==> config.mk <==
export PLATFORM = sky130hd
export DESIGN_NAME = array_fill_engine
export DESIGN_NICKNAME = d
export VERILOG_FILES = /design/src/rtl/array_fill_engine.sv
export SDC_FILE = /design/constraint.sdc
export NUM_CORES = 1
export LEC_CHECK = 0
export CORE_MARGIN = 2
export CORE_UTILIZATION = 43
export DETAILED_ROUTE_END_ITERATION = 16
export PLACE_DENSITY = 0.8
export SYNTH_ARGS = -nofsm -noshare
export SYNTH_HDL_FRONTEND = slang
export SYNTH_SLANG_ARGS = --single-unit
export TNS_END_PERCENT = 1
==> constraint.sdc <==
create_clock -name i_clk -period 1.2 [get_ports i_clk]
set_input_delay 0.18 -clock i_clk [delete_from_list [all_inputs] [get_ports i_clk]]
set_output_delay 0.18 -clock i_clk [all_outputs]
set_load 0.01 [all_outputs]
==> src/rtl/array_fill_engine.sv <==
// Registered element array with broadcast, shift-in and FSM-driven sequential fill.
// Optional per-element parity output is enabled by defining ARRAY_FILL_PARITY_EN.
module array_fill_engine #(
    parameter int              WIDTH     = 1,
    parameter int              DEPTH     = 8,
    parameter logic [WIDTH-1:0] RESET_VAL = '0,
    localparam int             IDX_W     = (DEPTH > 1) ? $clog2(DEPTH) : 1
) (
    input  logic             i_clk,
    input  logic             i_rst,
    input  logic             i_valid,
    input  logic [1:0]       i_op,
    input  logic [WIDTH-1:0] i_a,
    output logic             o_ready,
    output logic             o_busy,
    output logic             o_done,
    output logic [IDX_W-1:0] o_idx,
`ifdef ARRAY_FILL_PARITY_EN
    output logic             o_par [DEPTH],
`endif
    output logic [WIDTH-1:0] o_a [DEPTH]
);

    // Handshake: a command transfers on a rising edge where i_valid && o_ready.
    // o_ready is low for the whole fill; anything offered then is dropped.
    localparam logic [1:0]       OP_BCAST = 2'b01;
    localparam logic [1:0]       OP_SEQ   = 2'b10;
    localparam logic [1:0]       OP_SHIFT = 2'b11;
    localparam logic [IDX_W-1:0] LAST_IDX = IDX_W'(DEPTH - 1);

    typedef enum logic {S_IDLE = 1'b0, S_FILL = 1'b1} state_t;

    state_t           r_state;
    state_t           w_next;
    logic             w_accept;
    logic             r_done;
    logic [IDX_W-1:0] r_idx;
    logic [WIDTH-1:0] r_fill;
    logic [WIDTH-1:0] r_a    [DEPTH];
    logic [WIDTH-1:0] w_src  [DEPTH];
    logic [WIDTH-1:0] w_nxt  [DEPTH];
    logic             w_we   [DEPTH];
`ifdef ARRAY_FILL_PARITY_EN
    logic             r_par  [DEPTH];
`endif

    always_ff @(posedge i_clk or posedge i_rst) begin
        if (i_rst) r_state <= S_IDLE;
        else       r_state <= w_next;
    end

    always_comb begin
        w_next = r_state;
        case (r_state)
            S_IDLE: if (i_valid && i_op == OP_SEQ) w_next = S_FILL;
            S_FILL: if (r_idx == LAST_IDX) w_next = S_IDLE;
            default: w_next = S_IDLE;
        endcase
    end

    always_comb begin
        o_ready  = (r_state == S_IDLE);
        o_busy   = (r_state == S_FILL);
        w_accept = o_ready && i_valid;
    end

    // Shift source: element k takes element k-1, element 0 takes the operand.
    always_comb begin
        w_src[0] = i_a;
        for (int k = 1; k < DEPTH; k++) w_src[k] = r_a[k-1];
    end

    always_comb begin
        for (int k = 0; k < DEPTH; k++) begin
            w_we[k]  = 1'b0;
            w_nxt[k] = r_a[k];
            if (w_accept && i_op == OP_BCAST) begin
                w_we[k]  = 1'b1;
                w_nxt[k] = i_a;
            end else if (w_accept && i_op == OP_SHIFT) begin
                w_we[k]  = 1'b1;
                w_nxt[k] = w_src[k];
            end else if (r_state == S_FILL && r_idx == IDX_W'(k)) begin
                w_we[k]  = 1'b1;
                w_nxt[k] = r_fill;
            end
        end
    end

    always_ff @(posedge i_clk or posedge i_rst) begin
        if (i_rst) begin
            r_done <= 1'b0;
            r_idx  <= '0;
            r_fill <= RESET_VAL;
            for (int k = 0; k < DEPTH; k++) begin
                r_a[k] <= RESET_VAL;
`ifdef ARRAY_FILL_PARITY_EN
                r_par[k] <= ^RESET_VAL;
`endif
            end
        end else begin
            r_done <= (r_state == S_FILL) && (r_idx == LAST_IDX);
            if (w_accept && i_op == OP_SEQ) begin
                r_fill <= i_a;
                r_idx  <= '0;
            end else if (r_state == S_FILL) begin
                r_idx <= (r_idx == LAST_IDX) ? '0 : r_idx + 1'b1;
            end
            for (int k = 0; k < DEPTH; k++) begin
                if (w_we[k]) begin
                    r_a[k] <= w_nxt[k];
`ifdef ARRAY_FILL_PARITY_EN
                    r_par[k] <= ^w_nxt[k];
`endif
                end
            end
        end
    end

    assign o_done = r_done;
    assign o_idx  = r_idx;
    assign o_a    = r_a;
`ifdef ARRAY_FILL_PARITY_EN
    assign o_par  = r_par;
`endif

endmodule
==> flow_metrics.tcl, run 1 <==
set metrics [dict create \
    stdcell_count 135 \
    setup_viol 11 \
    numCtsBuffers 3 \
    io_pins 20 \
    area_delta_synth_final_pct 44.3 \
    gp_congestion 0.765 \
    die_h_um 47.8 \
    insertion_delay_ps 280 \
    synthAdderAreaFrac_pct 9.10 \
    maxSlewHeadroom_pct 78.5 \
    power_density_nw_per_um2 2300 \
    via_per_inst 5.15 \
    worst_pin_slew_ps 322 \
    synth_compound_area_share_pct 15.3 \
    netlist_area_um2 825 \
    min_period_ps 1320 \
    die_area_um2 2280 \
    syn_avg_cell_area_um2 10.7 \
    worst_slack_ps -117 \
    hold_slack_ps 186 \
    port_buffers 19 \
    crit_arrival_ps 1530 \
    maxSlewViolCount 0 \
    synth_cell_types 22 \
    drive_above_1_share_pct 30.9 \
    p_leak_nw 0.569 \
    reg2reg_from "o_idx[1]" \
    start_util_pct 46.7 \
    r2r-end "o_a[0]" \
    antenna_found_initial 0 \
    peakVddDrop_mv 1.59 \
    rows 15 \
    syn_nets 89 \
    cts_buffer_depth 2 \
    dpl-instance-area_um2 1130 \
    fin_nets 123 \
    status "finished with violations" \
    wl_met1_um 791 \
    netlist_top_cells_area "dfrtp_1 42%, ha_1 9.1%, mux2i_1 8.5%, a211oi_1 6.4%, a21oi_1 4.9%" \
    worstPathRequired_ps 1410 \
    routed_wl_um 1830 \
    cts_tree "done" \
    holdBufCountCts 0 \
    ys_seq_area_share_pct 42.5 \
    synth_top_family_by_area "compound AO/OA/AOI/OAI gates" \
    synthesis.instances 77 \
    path_class "reg2reg" \
    startpoint_type "register" \
    r2r_setup_slack_ps -120 \
    dp.cells 127 \
    fmax_ghz 0.759 \
    path_max_fanout 4 \
    yosys.area_share.simple_pct 15.0 \
    clkTransAtPathRegs_ps 90 \
    final_antenna_net_count 0 \
    clockRootBuffer "clkbuf_4" \
    synth.area.mux_share_pct 9.86 \
    grt_pass1_wl_um 3030 \
    grt_pass1_vias 713 \
    cap_violations 0 \
    dp_hpwl_um 1300 \
    fp.dieW_um 47.8 \
    finalSetupTns_ps -712 \
    worstSetupEndpoint "o_a[0]" \
    min_path_type "in2async" \
    startpoint "o_idx[1]" \
    clock-sinks 14 \
    dr.max_layer_used "met4" \
    htree_levels 1 \
    yosys.area.top_type "dfrtp_1" \
    grt_max_degree 15 \
    synth-seq-cells 14 \
    antenna_cells 0 \
    grt_use_total_pct 19.7 \
    fin_crit_sh_pct 110 \
    wl_met3_um 47 \
    finalHoldViolCount 0 \
    vias 695 \
    synth_top_cell_area_share_pct 42.5 \
    drc_errors 0 \
    yosysWarningCount 0 \
    rsz0062_at_grt "yes" \
    finalInstanceArea_um2 1190 \
    overflow 0 \
    synth-xor-area-share_pct 0 \
    post_drt_wl_per_cell_um 13.6 \
    rr_worst_depth 6 \
    drt_iter0_drc 14 \
    skew_ps 8.31 \
    dr.pass1.iters 5 \
    dr_wl_met2_um 969 \
    core-area_um2 1760 \
    failed_checks "setup timing" \
    crit_path_end_kind "register" \
]
## Yosys cell counts, drive strengths merged
cell    number
inv          6
nor2         3
and2         1
buf          4
nand3        5
dfrtp       14
o21ai        3
o22ai        1
ha           6
nand3b       5
mux2i        7
a21oi        8
nand2b       1
clkbuf       1
mux2         1
a211oi       8
nor2b        1
nand2        2
## area by class of cell
type / instances / area (um^2)
fillers: 148 / 574
multi-input cells: 52 / 454
flip-flops and latches: 14 / 354
repair buffers: 34 / 302
well taps: 25 / 31.3
clock buffers: 4 / 26.3
inverters: 6 / 22.5
## flip-flops by register name (all words and copies together), names as in the netlist
| signal | cells |
|---|---|
| o_a | 8 |
| o_idx | 3 |
| o_busy | 1 |
| o_done | 1 |
| r_fill | 1 |
## power by group
group          internal, mW  switching [mW]  leakage [nW]  total (mW)
logic                 0.792           0.759         0.393        1.55
registers             0.705           0.193         0.161       0.898
clock network         0.129           0.159        0.0150       0.287
total                  1.63            1.11         0.569        2.74
## per-stage QoR
stage          worst slack (ps)  utilization, %  total power [mW]
3_3_place_gp               -169            63.8              2.36
6_report                   -117            67.4              2.74
2_1_floorplan             -12.5               -              1.71
3_5_place_dp               -231            63.8              2.42
4_1_cts                    -128            66.2              2.67
5_1_grt                    -183            67.4              2.95
## metal layers
metal | up-vias | GRT usage [%]
li1 | 341 | -
met4 | 0 | 10.3
met5 | - | 0
met2 | 12 | 33.1
met1 | 340 | 22.7
met3 | 2 | 5.28
## critical path, cell delays in order, from the launching register on
cell and delay [ps]:
dfrtp_2 410, buf_6 130, ha_4 160, ha_4 150, and2_4 130, mux2i_1 110
a21oi_1 160
## repair_timing
action                     CTS  global route
gates resized for setup     19             7
gates cloned                 0             0
buffers inserted             4             0
setup endpoints to repair   24            13
pin swaps                    1             2
## how the worst min path moves through the flow
stage / start / to / cells after the start
5_1_grt: i_rst / o_done / 3
6_report: i_rst / o_idx[2] / 3
3_3_place_gp: i_rst / o_done / 3
4_1_cts: i_rst / o_done / 3
2_1_floorplan: i_rst / o_a[0] / 1
3_5_place_dp: i_rst / o_done / 3
## cell usage in the layout, fill, tap and decap left out, types with 3 or more instances in the layout
master / count
clkdlybuf4s50_1: 5
a211oi_2: 3
nand3b_1: 3
buf_4: 12
dlygate4sd2_1: 13
a21oi_1: 8
dfrtp_1: 11
inv_1: 6
nor2_1: 3
mux2i_1: 7
dfrtp_2: 3
a211oi_1: 5
clkbuf_4: 3
nand3_1: 5
ha_1: 4
## cell families after synthesis
family / after synthesis
AO/OA/AOI/OAI: 20
AND/OR/NAND/NOR: 18
flip-flops: 14
buffers and inverters: 11
multiplexers: 8
adder cells (fa/ha/maj): 6
No activity file was read; power rests on OpenSTA's default activity.
==> run 2: changes to the inputs <==
CORE_MARGIN = 8   (was 2)
==> run 2 against run 1 <==
Effect of this change:
- non-clock buffer count is the same
- routed wire length is 1.2% higher
- the flow still finishes with violations (setup timing)
- power is 0.92% higher
- die area up 57%
- cell area down 0.95%
- first-iteration DRC count shrank 21%
==> flow_metrics.tcl, run 2 (synthesis gave the netlist of run 1 again) <==
set metrics [dict create \
    crit_arrival_ps 1540 \
    clock-sinks 14 \
    power_switching_mw 1.08 \
    status "finished with violations" \
    reg2reg_from "o_idx[1]" \
    p_leak_nw 0.559 \
    vias 697 \
    dp_hpwl_um 1440 \
    min_path_type "in2async" \
    die_area_um2 3570 \
    maxSlewViolCount 0 \
    fin_crit_sh_pct 110 \
    dr.pass1.iters 4 \
    drc_errors 0 \
    crit_buf_inv 1 \
    power_density_nw_per_um2 2340 \
    largest_reg_flops 8 \
    skew_ps 2.44 \
    cp_common_cell "ha_4" \
    cts_tree "done" \
    htree_levels 1 \
    post_drt_wl_per_cell_um 13.5 \
    cts_buffer_depth 2 \
    worst_pin_slew_ps 288 \
    peakVddDrop_mv 1.40 \
    failed_checks "setup timing" \
    setup_viol 11 \
    via_per_inst 5.09 \
    seqPwrFrac_pct 33.9 \
    final_common_cell "buf_4" \
    min_period_ps 1320 \
    area_delta_synth_final_pct 42.9 \
    cap_violations 0 \
    crit_path_end_kind "register" \
    overflow 0 \
    insertion_delay_ps 290 \
    crit_family "flip-flops" \
    combPwrFrac_pct 53.6 \
    dp_slack_ps -210 \
    grt_use_total_pct 11.8 \
    clkPwrFrac_pct 12.5 \
    fmax_ghz 0.759 \
    die_h_um 59.8 \
    grt_pass1_wl_um 3110 \
    slowest_delay_ps 410 \
    io_pins 20 \
    clkTransAtPathRegs_ps 80 \
    start_util_pct 43.8 \
    antenna_cells 0 \
    routed_wl_um 1850 \
    internal_power_mw 1.68 \
    worstPathRequired_ps 1420 \
    grt_pass1_vias 703 \
    port_buffers 19 \
    core-area_um2 1880 \
    worst_slack_ps -117 \
    worstPathCellList "buf_6 > ha_4 > ha_4 > and2_4 > mux2i_1 > a21oi_1" \
    path_class "reg2reg" \
    holdBufCountCts 0 \
    startpoint_type "register" \
    rows 16 \
    slowest_stage "dfrtp_2" \
    grt_max_degree 16 \
    fp.dieW_um 59.8 \
    finalSetupTns_ps -627 \
    maxSlewHeadroom_pct 80.8 \
    antenna_found_initial 0 \
    clockRootBuffer "clkbuf_4" \
    path_max_fanout 4 \
    rsz0062_at_grt "yes" \
    drive_above_1_share_pct 30.9 \
    finalHoldViolCount 0 \
    final_cell_mix "14 x buf_4, 11 x dfrtp_1, 8 x a21oi_1" \
    gp_congestion 0.759 \
    fin_nets 123 \
    final_antenna_net_count 0 \
    drt_iter0_drc 11 \
    numCtsBuffers 3 \
    startpoint "o_idx[1]" \
    switching_share_pct 39.1 \
]
==> run 2: stage by stage <==
stage,hold slack (ps),utilization [%],cells,power (mW),cell area (um^2)
3_5_place_dp,415,59.7,130,2.47,1120
4_1_cts,109,61.6,136,2.74,1160
6_report,103,62.6,137,2.76,1180
3_3_place_gp,413,59.7,130,2.42,1120
5_1_grt,129,62.6,137,2.98,1180
2_1_floorplan,69.1,-,77,1.71,855
==> run 2: timing repair <==
action | 4_1_cts | 5_1_grt
gates resized for setup | 22 | 10
buffers inserted | 2 | 1
setup endpoints to repair | 23 | 20
pin swaps | 0 | 2
endpoints found under the hold margin | 0 | 0
cloned | 0 | 0
==> run 2: per-layer routing <==
metal	global-route usage, %	vias to the layer above	wire length (um)
li1	-	343	-
met1	12.3	333	776
met2	19.7	17	925
met3	4.30	4	116
met4	7.14	0	34
met5	0	-	0
==> run 2: worst register-to-register path, stage by stage (launching register included) <==
cell and delay (ps):
dfrtp_2 410, buf_6 130, ha_4 170, ha_4 150
and2_4 130, mux2i_1 110, a21oi_1 150
==> run 2: area by class of cell <==
type,instances,area [um^2]
clock buffer,4,36.3
timing repair buffer,34,290
multi-input combinational,52,442
inverter,6,22.5
sequential,14,354
tap,27,33.8
fill,165,703
==> run 2: power groups by stage <==
stage	registers (mW)	logic [mW]	clock network, mW
floorplan	1.02	0.693	0
global placement	0.965	1.46	0
detailed placement	0.977	1.49	0
CTS	0.930	1.46	0.350
global route	0.972	1.63	0.378
finish	0.937	1.48	0.345
==> run 2: worst paths after layout <==
check / end / slack [ps] / depth (start not counted)
max: o_a[0] / -120 / 6
min: o_idx[2] / 100 / 2
max reg2reg: o_a[0] / -120 / 6
min reg2reg: o_busy / 520 / 1
max in group asynchronous: o_a[6] / 700 / 3
min in group i_clk: o_busy / 520 / 1
